**config.mk**
```make
export PLATFORM = sky130hd
export DESIGN_NAME = vc_test_src_arb
export DESIGN_NICKNAME = d
export VERILOG_FILES = /design/src/rtl/vc_test_src_arb.sv
export SDC_FILE = /design/constraint.sdc
export NUM_CORES = 1
export LEC_CHECK = 0
export BUFFER_PORTS_ARGS = -buffer_cell sky130_fd_sc_hd__buf_2
export CAP_MARGIN = 20
export CORE_UTILIZATION = 35
export DETAILED_ROUTE_END_ITERATION = 8
export PLACE_DENSITY = 0.67
export SYNTH_ARGS = -nofsm -noshare
export SYNTH_HDL_FRONTEND = slang
export SYNTH_SLANG_ARGS = --single-unit
export TNS_END_PERCENT = 30
```
**constraint.sdc**
```tcl
create_clock -name clk -period 2.57 [get_ports clk]
set_clock_uncertainty 0.15 [all_clocks]
set_input_delay 0.3855 -clock clk [delete_from_list [all_inputs] [get_ports clk]]
set_output_delay 0.3855 -clock clk [all_outputs]
set_load 0.03 [all_outputs]
```
**src/rtl/vc_test_src_arb.sv**
```systemverilog
// vc_test_src_arb
//   Round-robin arbiter that merges p_nreqs val/rdy message streams onto a
//   single registered output channel. Each output message carries the index
//   of the source that supplied it. The block also combines the per-source
//   done flags into one harness-level done.
//
// Ports:
//   clk, reset         clock; asynchronous active-high reset
//   in_val/in_rdy      per-requester handshake (in_rdy is one-hot or zero)
//   in_msg             flattened messages, requester i at [i*p_msg_nbits +: p_msg_nbits]
//   in_done            per-requester "all messages issued"
//   out_val/out_rdy    registered output handshake
//   out_msg, out_id    registered output message and its source index
//   done               all sources done and the output buffer empty
//   timeout            sticky stall watchdog flag
//
// Optional feature: define VC_TEST_SRC_ARB_TIMEOUT_EN to build the stall
// watchdog. Without it, timeout is tied to 0.
module vc_test_src_arb #(
  parameter int p_msg_nbits = 32,
  parameter int p_nreqs     = 4,
  parameter int p_id_nbits  = 2,
  parameter int p_timeout   = 1024
) (
  input  logic                           clk,
  input  logic                           reset,
  input  logic [p_nreqs-1:0]             in_val,
  output logic [p_nreqs-1:0]             in_rdy,
  input  logic [p_nreqs*p_msg_nbits-1:0] in_msg,
  input  logic [p_nreqs-1:0]             in_done,
  output logic                           out_val,
  input  logic                           out_rdy,
  output logic [p_msg_nbits-1:0]         out_msg,
  output logic [p_id_nbits-1:0]          out_id,
  output logic                           done,
  output logic                           timeout
);

  // Elaboration-time parameter sanity checks.
  if (p_nreqs < 2 || p_nreqs > 8) begin : g_bad_nreqs
    $error("vc_test_src_arb: p_nreqs must be in 2..8");
  end
  if ((1 << p_id_nbits) < p_nreqs) begin : g_bad_id
    $error("vc_test_src_arb: p_id_nbits too small for p_nreqs");
  end
  if (p_timeout < 1) begin : g_bad_timeout
    $error("vc_test_src_arb: p_timeout must be positive");
  end

  localparam logic [p_id_nbits:0] NREQS = (p_id_nbits+1)'(p_nreqs);

  logic [p_id_nbits-1:0]  ptr_q, ptr_d;
  logic                   out_val_q, out_val_d;
  logic [p_msg_nbits-1:0] out_msg_q, out_msg_d;
  logic [p_id_nbits-1:0]  out_id_q, out_id_d;
  logic                   done_q, done_d;

  logic [2*p_nreqs-1:0]   val_dbl;
  logic [2*p_nreqs-1:0]   val_rot;
  logic [p_id_nbits-1:0]  grant;
  logic [p_id_nbits:0]    idx_sum;
  logic [p_id_nbits:0]    ptr_sum;
  logic                   any_val;
  logic                   load;
  logic                   in_hs;
  logic                   out_hs;
  logic [p_msg_nbits-1:0] grant_msg;
  logic [p_nreqs-1:0]     grant_oh;

  // Rotate the request vector so bit 0 is the requester at ptr; the first
  // set bit k of the rotated vector then maps back to (ptr + k) mod p_nreqs.
  always_comb begin
    val_dbl = {in_val, in_val};
    val_rot = val_dbl >> ptr_q;
    any_val = |in_val;
    grant   = '0;
    idx_sum = '0;
    for (int k = p_nreqs - 1; k >= 0; k--) begin
      if (val_rot[k]) begin
        idx_sum = {1'b0, ptr_q} + (p_id_nbits+1)'(k);
        if (idx_sum >= NREQS) idx_sum = idx_sum - NREQS;
        grant = idx_sum[p_id_nbits-1:0];
      end
    end
  end

  always_comb begin
    grant_msg = '0;
    grant_oh  = '0;
    for (int i = 0; i < p_nreqs; i++) begin
      if (grant == p_id_nbits'(i)) begin
        grant_msg   = in_msg[i*p_msg_nbits +: p_msg_nbits];
        grant_oh[i] = 1'b1;
      end
    end
  end

  // in_rdy is suppressed during reset so nothing appears accepted while the
  // buffer is being cleared.
  assign load   = !out_val_q || out_rdy;
  assign in_hs  = !reset && load && any_val;
  assign out_hs = out_val_q && out_rdy;
  assign in_rdy = in_hs ? grant_oh : '0;

  always_comb begin
    out_val_d = out_val_q;
    out_msg_d = out_msg_q;
    out_id_d  = out_id_q;
    ptr_d     = ptr_q;
    ptr_sum   = {1'b0, grant} + (p_id_nbits+1)'(1);
    if (in_hs) begin
      out_val_d = 1'b1;
      out_msg_d = grant_msg;
      out_id_d  = grant;
      ptr_d     = (ptr_sum == NREQS) ? '0 : ptr_sum[p_id_nbits-1:0];
    end else if (load) begin
      out_val_d = 1'b0;
    end
    done_d = (&in_done) && !out_val_d;
  end

  always_ff @(posedge clk or posedge reset) begin
    if (reset) begin
      ptr_q     <= '0;
      out_val_q <= 1'b0;
      out_msg_q <= '0;
      out_id_q  <= '0;
      done_q    <= 1'b0;
    end else begin
      ptr_q     <= ptr_d;
      out_val_q <= out_val_d;
      out_msg_q <= out_msg_d;
      out_id_q  <= out_id_d;
      done_q    <= done_d;
    end
  end

  assign out_val = out_val_q;
  assign out_msg = out_msg_q;
  assign out_id  = out_id_q;
  assign done    = done_q;

`ifdef VC_TEST_SRC_ARB_TIMEOUT_EN
  logic [31:0] wd_cnt_q, wd_cnt_d;
  logic        timeout_q, timeout_d;

  // Counter saturates rather than wrapping so a very long stall cannot
  // look like progress.
  always_comb begin
    wd_cnt_d  = wd_cnt_q;
    timeout_d = timeout_q;
    if (in_hs || out_hs) begin
      wd_cnt_d = '0;
    end else if ((out_val_q && !out_rdy) || !done_q) begin
      if (wd_cnt_q != '1) wd_cnt_d = wd_cnt_q + 32'd1;
    end
    if (wd_cnt_d >= 32'(p_timeout)) timeout_d = 1'b1;
  end

  always_ff @(posedge clk or posedge reset) begin
    if (reset) begin
      wd_cnt_q  <= '0;
      timeout_q <= 1'b0;
    end else begin
      wd_cnt_q  <= wd_cnt_d;
      timeout_q <= timeout_d;
    end
  end

  assign timeout = timeout_q;
`else
  assign timeout = 1'b0;
`endif

endmodule

```
* Word-level counts from Yosys, hierarchy flattened
Index checks and enable logic that the tools add are counted.
Storage, ports and cells: flip-flop bits (word level) 38
Operators by class: $add $sub $neg 8, $lt $le $gt $ge 4, equal/unequal tests 4, shift operators 1, muxes and demuxes 20, reductions and logical operators 10
Operator list (count):
- 32-bit two-way mux | 4
- 2-bit two-way mux | 9
- 3-bit >= comparator (second input constant) | 3
- 8-bit by 2-bit >> shifter with 4-bit output | 1
- 2-bit by 1-bit subtractor with 2-bit output (second input constant) | 4
- 2-bit by 1-bit adder with 3-bit output (second input constant) | 2
- 2-bit by 2-bit adder with 3-bit output (second input constant) | 2
- 1-bit two-way mux | 6
- 2-bit == test (second input constant) | 2
- 4-bit two-way mux | 1
- 4-bit AND reduction | 1
- 4-bit OR reduction | 1
- 3-bit == test (second input constant) | 1
- 2-bit by 3-bit >= comparator with 1-bit output (second input constant) | 1
- 1-bit logical AND | 3
- 1-bit logical NOT | 3
- 2-bit by 1-bit == test with 1-bit output (second input constant) | 1
- 2-bit logical NOT | 1
- 1-bit logical OR | 1

* Logic depth before layout (Yosys ltp)
Gate-level depths: netlist of the first run.
word-level depth 12, depth in mapped cells 9, gate-level depth less buffers 7

* Worst setup path after synthesis of the first run
Ideal clock, no wire load.
path kind reg2out, start register ptr_q[1], end output port in_rdy[3], data arrival time 1.868 ns, setup slack 0.167 ns, stages on the path, launching flop included 8, path buffers 2, cell sequence dfrtp_1 > a21boi_0 > o2bb2ai_1 > nor2_1 > ha_1 > clkbuf_1 > clkbuf_1 > and2_1
On the way: cells in the longest elaborated chain, start to end 10, elaborated cells between the ends (all ways) 23, those cells by class add/sub: 7; order compare: 4; eq/ne: 1; shift: 1; mux: 10
Ends and longest elaborated chain:
- start: declaration | RTL line 52 | logic [p_id_nbits-1:0] ptr_q, ptr_d;
- start signal: assignment | RTL line 130 | ptr_q <= ptr_d;
- 2-bit by 2-bit adder with 3-bit output | RTL line 80 | idx_sum = {1'b0, ptr_q} + (p_id_nbits+1)'(k);
- 3-bit >= comparator | RTL line 81 | if (idx_sum >= NREQS) idx_sum = idx_sum - NREQS;
- 2-bit two-way mux | RTL line 81
- 2-bit two-way mux (3 in a row) | RTL line 79 | if (val_rot[k]) begin
- 2-bit two-way mux * | RTL line 79
- via grant[0] | RTL line 60 | logic [p_id_nbits-1:0] grant;
- 2-bit == test * | RTL line 91 | if (grant == p_id_nbits'(i)) begin
- 1-bit two-way mux * | RTL line 91
- 4-bit two-way mux * | RTL line 103 | assign in_rdy = in_hs ? grant_oh : '0;
- end: declaration | RTL line 28 | output logic [p_nreqs-1:0] in_rdy,
The timed path passes the listed nets; every way through them passes the cells marked *.

* Worst setup path after layout of the first run
start input port in_val[2], end output port in_rdy[2]
On the way: cells in the longest elaborated chain, start to end 8, elaborated cells between the ends (all ways) 10, those cells by class eq/ne: 1; shift: 1; mux: 6; reduce/logical: 2
Ends and longest elaborated chain:
- start: declaration | RTL line 27 | input logic [p_nreqs-1:0] in_val,
- 8-bit by 2-bit >> shifter with 4-bit output * | RTL line 74 | val_rot = val_dbl >> ptr_q;
- 2-bit two-way mux (3 in a row) | RTL line 79
- 2-bit two-way mux * | RTL line 79
- via grant[1] | RTL line 60
- 2-bit == test * | RTL line 91
- 1-bit two-way mux * | RTL line 91
- 4-bit two-way mux * | RTL line 103
Marked as above.

==> results of run 1 <==
worst max-delay path by stage:
stage | to | slack, ns | cells past startpoint
final | in_rdy[2] | 0.06 | 8
after global routing | in_rdy[2] | -0.06 | 8
after CTS | in_rdy[0] | 0.002 | 7
after detailed placement | out_msg[14] | 0.009 | 10
after floorplan | in_rdy[3] | 0.17 | 7
after global placement | out_msg[4] | 0.12 | 9
what timing repair did:
item | in CTS | in global routing
pin swaps | 0 | 1
gates cloned | 0 | 0
endpoints found under the hold margin | 1 | 0
gates resized for setup | 3 | 6
setup buffers | 0 | 0
setup endpoints to repair | 1 | 4
hold buffers | 1 | 0
cell families after synthesis:
group,after synthesis
AOI/OAI and AO/OA,139
adders and majority gates,4
buffers and inverters,75
DFF,38
muxes,2
other,1
and+or+nand+nor,84
cell type report:
cell class	count	share of cell area (%)
multi-input cells	230	39.7
repair buffers	201	27.3
flip-flops and latches	38	23.8
inverters	35	3.29
well taps	102	3.19
clock buffers	8	2.75
report_power, final:
| part | switching (mW) | total [mW] | internal [mW] |
|---|---|---|---|
| Clock | 0.227 | 0.498 | 0.271 |
| Sequential | 0.133 | 0.956 | 0.824 |
| Combinational | 1.34 | 2.25 | 0.913 |
sequential cells by signal, summed over array words and instances, names as in the netlist:
signal and count:
done 1, out_id 2, out_val 1, out_msg 32
ptr_q 2
cells in the mapped netlist (all sizes together):
| master | n | area, um^2 |
|---|---|---|
| a31oi | 64 | 407 |
| dfrtp | 38 | 951 |
| inv | 34 | 128 |
| nand2 | 33 | 124 |
| a21oi | 32 | 160 |
| a221o | 32 | 320 |
| nand3b | 32 | 240 |
| clkbuf | 25 | 93.8 |
| buf | 15 | 114 |
| o31ai | 5 | 37.5 |
| and2 | 4 | 25.0 |
| ha | 4 | 50.1 |
| nor2 | 4 | 15.0 |
| nor2b | 3 | 18.8 |
| or2 | 2 | 12.5 |
| a21boi | 1 | 7.51 |
| a221oi | 1 | 8.76 |
| clkinv | 1 | 3.75 |
| conb | 1 | 3.75 |
| mux2 | 1 | 11.3 |
| mux2i | 1 | 10.0 |
| nand2b | 1 | 6.26 |
| nand3 | 1 | 5.00 |
| nand4 | 1 | 6.26 |
| nor3 | 1 | 10.0 |
| nor4 | 1 | 21.3 |
| o21a | 1 | 7.51 |
| o21ai | 1 | 5.00 |
| o2bb2ai | 1 | 8.76 |
| o31a | 1 | 8.76 |
| or4 | 1 | 7.51 |
routing by layer:
| layer | vias up | wire length [um] | part of all wire (%) | track usage (%) |
|---|---|---|---|---|
| met4 | 0 | 147 | 1.6 | 6.64 |
| met5 | - | 0 | 0 | 0 |
| li1 | 1619 | - | - | - |
| met2 | 135 | 4600 | 50 | 35.7 |
| met3 | 13 | 529 | 5.7 | 2.65 |
| met1 | 1567 | 4010 | 43 | 28.7 |
metrics by stage:
stage | cell area [um^2] | setup TNS, ns | setup WS [ns] | total power [mW] | hold slack (ns)
CTS | 3970 | 0 | 0.00234 | 3.70 | 0.168
global route | 4000 | -0.0649 | -0.0649 | 3.97 | 0.194
global placement | 3840 | 0 | 0.115 | 3.14 | 0.154
finish | 4000 | 0 | 0.0567 | 3.71 | 0.172
floorplan | 2830 | 0 | 0.167 | 2.50 | 0.358
detailed placement | 3840 | 0 | 0.00899 | 3.19 | 0.156
worst min-delay path, cell delays in order:
cell and delay, ns:
buf_2 0.09, nand4_1 0.07, nor2_1 0.04
cell usage in the layout (no fill, tap or decap), types with 2 or more instances in the layout:
cell / n
buf_2: 178
a31oi_1: 63
dfrtp_1: 37
inv_1: 34
nand2_1: 33
nand3b_1: 32
a21oi_1: 32
a221o_1: 32
buf_4: 20
clkbuf_8: 8
o31ai_1: 5
and2_1: 4
nor2b_1: 3
nor2_1: 3
ha_2: 3
buf_12: 2
==> results.toml, run 1 <==
[placed_design]
port_buffers = 178
place_congestion = 0.767
place_hpwl_um = 6730
dp_cells = 605

[die]
ios = 180
core-area_um2 = 7770
die_h_um = 91.9
start_util_pct = 36.4
die_w_um = 91.9
num_rows = 32
dieArea_um2 = 8440

[final_layout]
layout.nets = 654
finalNonFillerCells = 614
drive_gt1_share_pct = 43.8
final_util_pct = 51.5
n_fill_cell = 791
register_area_um2 = 952
multi_input_area_um2 = 1590
diodes = 0
area_growth_syn_to_layout_pct = 41.4

[worst_setup_path]
max_stage_delay_ns = 0.33
cpMostUsedCell = "buf_2"
reg2reg_to = "out_msg[4]"
crit_path_start = "in_val[2]"
path_cells = "buf_2 -> nor2b_1 -> a221oi_2 -> buf_4 -> nor2_1 -> ha_2 -> and2_1 -> buf_2"
crit_buf_inv = 3
cp_max_fo = 8
critPathSlowestCell = "ha_2"
cp-end-kind = "output port"
crit_family = "simple AND/OR/NAND/NOR gates"
crit_path_start_kind = "input port"
reg2regPathDepth = 9
required_ns = 2.03
reg2reg_slack_ns = 0.24
cp.arrival_ns = 1.98
crit_type = "input port to output port"
reg2reg_from = "ptr_q[1]"

[timing]
fin_crit_ns = 2.51
rsz0062_at_grt = "yes"
final-max-slew-violation-count = 0
setup_viol = 0
layout_worst_path_cycle_share_pct = 97.8
hold_viol_final = 0
clock.fmax_mhz = 398

[global_routing]
grt_overflow = 0
grt_start_max_net_pins = 49
antenna_found_initial = 0
grt_pass1_wl_um = 14500
grt_pass1_vias = 3050
grt_usage_pct = 21.4

[drt]
vias = 3334
totalWireLength_um = 9280
drt-pass1-iter-count = 4
wl_per_cell_um = 15.1
antenna_left = 0
drtIter0Drc = 161
viasPerCell = 5.43
post-route-drc-count = 0

[clock_tree]
root_buffer = "clkbuf_8"
cts_tree = "yes"
cts_buffers = 5
cts.clk_slew.worst_paths_ns = 0.08
cts.sinks = 38
insertion_delay_ns = 0.29
cts-root-to-sink-buffers = 2
htree_levels = 2

[worst_hold_path]
holdPathStages = 3
min_to = "done"
min_path_type = "input port to register"
hp-start = "in_done[1]"

[pwr]
ir_drop_mv = 0.469
power_density_nw_per_um2 = 927
leakage_nw = 1.91

[synthesis]
yosysSeqAreaShare_pct = 33.6
muxShareOfSynthArea_pct = 0.752
yosys.cell_types.count = 35
synthSimpleGateAreaFrac_pct = 17.4
synth_compound_area_share_pct = 34.3
synth_xor_area_share_pct = 0
synth_cells = 343
synth_top_family_by_area = "compound AO/OA/AOI/OAI gates"
synthAdderAreaFrac_pct = 1.77
syn_avg_cell_area_um2 = 8.24
yosys_warnings = 0
netlist_area_um2 = 2830
synth-seq-cells = 38
synth_nets = 486

[run]
max_cap_viol_count = 0

[status]
outcome = "completed"
(Power assumes the default switching activity.)
==> run 2, diff against run 1 <==
--- a/config.mk
+++ b/config.mk
@@ -5,11 +5,11 @@
 export SDC_FILE = /design/constraint.sdc
 export NUM_CORES = 1
 export LEC_CHECK = 0
-export BUFFER_PORTS_ARGS = -buffer_cell sky130_fd_sc_hd__buf_2
 export CAP_MARGIN = 20
 export CORE_UTILIZATION = 35
 export DETAILED_ROUTE_END_ITERATION = 8
-export PLACE_DENSITY = 0.67
+export DONT_BUFFER_PORTS = 1
+export PLACE_DENSITY = 0.48
 export SYNTH_ARGS = -nofsm -noshare
 export SYNTH_HDL_FRONTEND = slang
 export SYNTH_SLANG_ARGS = --single-unit
==> constraint.sdc (replaced) <==
create_clock -name clk -period 2.57 [get_ports clk]
set_clock_uncertainty 0.15 [all_clocks]
set_input_delay 0.257 -clock clk [delete_from_list [all_inputs] [get_ports clk]]
set_output_delay 0.257 -clock clk [all_outputs]
set_load 0.03 [all_outputs]
==> results.toml, run 2 (same netlist as run 1, synthesis figures left out) <==
[status]
outcome = "completed"

[drt]
vias = 2764
viasPerCell = 5.94
post-route-drc-count = 0
drtIter0Drc = 129
wl_per_cell_um = 18.6
drt-pass1-iter-count = 4
totalWireLength_um = 8650
antenna_left = 0

[timing]
layout_worst_path_cycle_share_pct = 95.3
hold_viol_final = 0
hold-worst-slack_ns = 0.0323
max-slew-margin-rel_pct = 59.5
final-max-slew-violation-count = 0
final.setup.tns_ns = 0
setup_viol = 0
clock.fmax_mhz = 409
fin_crit_ns = 2.45
rsz0062_at_grt = "no"
worst_slew_pin_slew_ns = 0.605

[worst_setup_path]
required_ns = 2.16
reg2regPathDepth = 8
crit_type = "register to output port"
crit_path_start_kind = "register"
cp.arrival_ns = 2.04
cp-end-kind = "output port"
cp_max_fo = 16
reg2reg_slack_ns = 0.32
reg2reg_from = "ptr_q[1]"
reg2reg_to = "out_msg[18]"

[die]
start_util_pct = 36.4
die_w_um = 91.9
num_rows = 32
dieArea_um2 = 8440
ios = 180
core-area_um2 = 7770
die_h_um = 91.9

[global_routing]
antenna_found_initial = 0
grt_pass1_wl_um = 13100
grt_start_max_net_pins = 37
grt_usage_pct = 19.5
grt_pass1_vias = 2602
grt_overflow = 0

[pwr]
p_int_mw = 1.76
p_sw_mw = 1.60
leakage_nw = 1.33
power_density_nw_per_um2 = 985
pwr-share-seq_pct = 42.5
combPwrFrac_pct = 44.6
p_clk_share_pct = 13.0
ir_drop_mv = 0.375
switching_share_pct = 47.7

[final_layout]
drive_gt1_share_pct = 10.2
diodes = 0
area_growth_syn_to_layout_pct = 20.5
largest_reg_flops = 32
final_area_um2 = 3410
final_common_cell = "a31oi_1"
layout_common_cells = "a31oi_1 (63), dfrtp_1 (38), inv_1 (34), dlygate4sd3_1 (34), nand2_1 (33)"
layout.nets = 505

[worst_hold_path]
holdPathStages = 2
min_to = "out_msg[23]"
min_path_type = "input port to register"
hp-start = "in_msg[119]"

[placed_design]
place_area_um2 = 2960
place_hpwl_um = 5920
place_congestion = 0.783
port_buffers = 0

[clock_tree]
cts.sinks = 38
insertion_delay_ns = 0.29
cts-root-to-sink-buffers = 2
htree_levels = 2
root_buffer = "clkbuf_8"
cts_buffers = 5
cts_tree = "yes"
cts.clk_slew.worst_paths_ns = 0.08

[run]
max_cap_viol_count = 0
[run 2: changes by cell type in the layout (fill, tap and decap cells not counted), moves of 2 or more]
cell | before | now
buf_2 | 178 | 0
dlygate4sd3_1 | 1 | 34
buf_4 | 20 | 12
buf_12 | 2 | 5
clkbuf_8 | 8 | 6
[run 2: through the flow]
step                      util (%)  power (mW)  setup WS [ns]  instances
after floorplan                  -        2.50          0.295        343
after global placement        38.1        2.87          0.335        423
after detailed placement      38.1        2.89          0.290        423
after CTS                     43.7        3.38         0.0548        465
after global routing          43.9        3.59         0.0146        465
final                         43.9        3.36          0.122        465
[run 2: area by class of cell]
cell class / count / area (um^2)
Clock buffer: 7 / 86.3
Multi-Input combinational cell: 230 / 1560
Inverter: 35 / 131
Tap cell: 102 / 128
Fill cell: 804 / 4360
Clock inverter: 1 / 5.00
Sequential cell: 38 / 951
Timing Repair Buffer: 52 / 542
[run 2: power groups by stage]
stage | logic [mW] | clock network, mW | registers (mW)
5_1_grt | 1.65 | 0.481 | 1.45
6_report | 1.50 | 0.436 | 1.43
3_5_place_dp | 1.45 | 0 | 1.44
3_3_place_gp | 1.43 | 0 | 1.44
2_1_floorplan | 1.12 | 0 | 1.38
4_1_cts | 1.50 | 0.457 | 1.43
[run 2: repair_timing]
action,CTS,global route
buffers inserted,0,0
setup endpoints to repair,0,1
hold buffers,34,0
endpoints found under the hold margin,74,0
resized for setup,0,4
[run 2: critical path: stages (launching register included)]
cell and delay [ns]:
dfrtp_1 0.41, mux2i_1 0.22, nor2_1 0.11, or2_2 0.32
ha_1 0.22, buf_6 0.16, and2_1 0.14, buf_4 0.16
[run 2: worst max path at each step]
stage              from          end  slack (ns)  depth (start not counted)
2_1_floorplan  ptr_q[1]    in_rdy[3]        0.30                          7
3_3_place_gp   ptr_q[1]  out_msg[18]        0.34                          8
3_5_place_dp   ptr_q[1]  out_msg[23]        0.29                          8
4_1_cts        ptr_q[1]    in_rdy[0]        0.05                          7
5_1_grt        ptr_q[1]    in_rdy[0]        0.01                          7
6_report       ptr_q[1]    in_rdy[0]        0.12                          7
[run 2: per-layer routing]
metal  global-route usage (%)  wire length, um  vias to the layer above
met5                        0                0                        -
met4                     5.47               97                        0
met3                     5.39              763                        8
met2                     34.4             4260                      134
met1                     23.2             3520                     1306
li1                         -                -                     1316
==> run 3, diff against run 2 <==
--- a/config.mk
+++ b/config.mk
@@ -5,10 +5,10 @@
 export SDC_FILE = /design/constraint.sdc
 export NUM_CORES = 1
 export LEC_CHECK = 0
-export CAP_MARGIN = 20
 export CORE_UTILIZATION = 35
 export DETAILED_ROUTE_END_ITERATION = 8
 export DONT_BUFFER_PORTS = 1
+export GPL_TIMING_DRIVEN = 0
 export PLACE_DENSITY = 0.48
 export SYNTH_ARGS = -nofsm -noshare
 export SYNTH_HDL_FRONTEND = slang
==> results.toml, run 3 (same netlist as run 1, synthesis figures left out) <==
[status]
outcome = "completed"

[final_layout]
final_common_cell = "a31oi_1"
area_growth_syn_to_layout_pct = 23.9
layout.nets = 529
drive_gt1_share_pct = 12.9
diodes = 0
largest_reg_flops = 32
finalNonFillerCells = 489
layout_common_cells = "a31oi_1 (63), dfrtp_1 (37), dlygate4sd3_1 (35)"

[worst_setup_path]
path_depth = 7
crit_path_start_kind = "register"
crit_type = "register to output port"
required_ns = 2.16
reg2regPathDepth = 9
max_stage_delay_ns = 0.41
cp.arrival_ns = 2.06
crit_buf_inv = 2
path_cells = "mux2i_1 -> nor2_2 -> or2_2 -> ha_1 -> buf_2 -> buf_4 -> and2_4"
critPathSlowestCell = "dfrtp_2"
crit_family = "simple AND/OR/NAND/NOR gates"
cp_max_fo = 10
cp-end-kind = "output port"

[worst_hold_path]
min_path_type = "input port to register"
holdPathStages = 2

[die]
start_util_pct = 36.4
num_rows = 32
die_h_um = 91.9
core-area_um2 = 7770
dieArea_um2 = 8440
ios = 180
die_w_um = 91.9

[pwr]
ir_drop_mv = 0.360
power_density_nw_per_um2 = 984
power_mw = 3.45
leakage_nw = 1.39

[timing]
clock.fmax_mhz = 405
hold_viol_final = 0
setup_viol = 0
final-max-slew-violation-count = 0
layout_worst_path_cycle_share_pct = 96.0
max-slew-margin-rel_pct = 47.5
fin_crit_ns = 2.47
hold-worst-slack_ns = 0.0724
worst_slew_pin_slew_ns = 0.783
rsz0062_at_grt = "yes"
final.setup.tns_ns = 0

[clock_tree]
cts.sinks = 38
cts-root-to-sink-buffers = 2
root_buffer = "clkbuf_8"
cts_tree = "yes"
insertion_delay_ns = 0.29
htree_levels = 2
cts.clk_slew.worst_paths_ns = 0.09
cts_buffers = 5

[global_routing]
antenna_found_initial = 0
grt_usage_pct = 23.4
grt_pass1_wl_um = 15400
grt_overflow = 0
grt_start_max_net_pins = 31
grt_pass1_vias = 2900

[drt]
drt-pass1-iter-count = 4
viasPerCell = 5.89
post-route-drc-count = 0
vias = 2882
wl_per_cell_um = 20.4
drtIter0Drc = 139
antenna_left = 0
totalWireLength_um = 9970

[placed_design]
port_buffers = 0
place_hpwl_um = 7120
place_congestion = 0.745
dp_cells = 446

[run]
max_cap_viol_count = 0
## run 3: cell types whose count changed in the layout (fill, tap and decap cells not counted), sizes merged
cell	previous run	this run
dlygate4sd3	34	35
clkinv	1	2
clkbuf	7	30
inv	35	34
## run 3: what timing repair did
action | 4_1_cts | 5_1_grt
setup endpoints to repair | 33 | 31
hold buffers | 35 | 0
pin swaps | 1 | 0
gates resized for setup | 20 | 21
buffers inserted | 0 | 1
hold endpoints to repair | 54 | 0
## run 3: report_power, final
part           leakage [nW]  switching [mW]  internal [mW]  total (mW)
Combinational         0.906           0.853          0.713        1.57
Clock                0.0482           0.227          0.217       0.445
Sequential            0.436           0.620          0.818        1.44
## run 3: final cells by class
type / count / area, um^2
buffer: 39 / 246
clock buffer: 7 / 86.3
clock inverter: 1 / 5.00
fill: 789 / 4260
inverter: 35 / 131
multi-input combinational: 230 / 1580
sequential: 38 / 952
tap: 102 / 128
timing repair buffer: 37 / 378
## run 3: through the flow
step	setup WS (ns)	utilization, %	cell area, um^2
6_report	0.102	45.1	3500
5_1_grt	-0.0144	45.1	3500
2_1_floorplan	0.295	-	2830
3_5_place_dp	-0.210	38.3	2980
3_3_place_gp	-0.468	38.0	2960
4_1_cts	0.00563	44.5	3460
## run 3: final timing paths
check | slack, ns | end | startpoint
max | 0.10 | in_rdy[0] | ptr_q[1]
min | 0.07 | out_id[1] | in_val[1]
max reg2reg | 0.15 | out_msg[11] | ptr_q[0]
min reg2reg | 0.44 | ptr_q[1] | ptr_q[1]
max in group asynchronous | 1.11 | out_msg[28] | reset
min in group asynchronous | 0.62 | out_msg[10] | reset
## run 3: worst reg2reg max path, stage by stage, from the launching register on
cell and delay, ns:
dfrtp_1 0.38, nor2b_1 0.07, o21a_1 0.20, or2_2 0.30, ha_1 0.21, buf_4 0.18
clkbuf_2 0.20, nand3b_1 0.19, a221o_1 0.30, a31oi_1 0.16
## run 3: per-layer routing
metal	GRT usage (%)	routed length [um]
met5	0	0
met1	30.2	4380
met3	5.39	684
met2	39.7	4850
met4	5.21	59
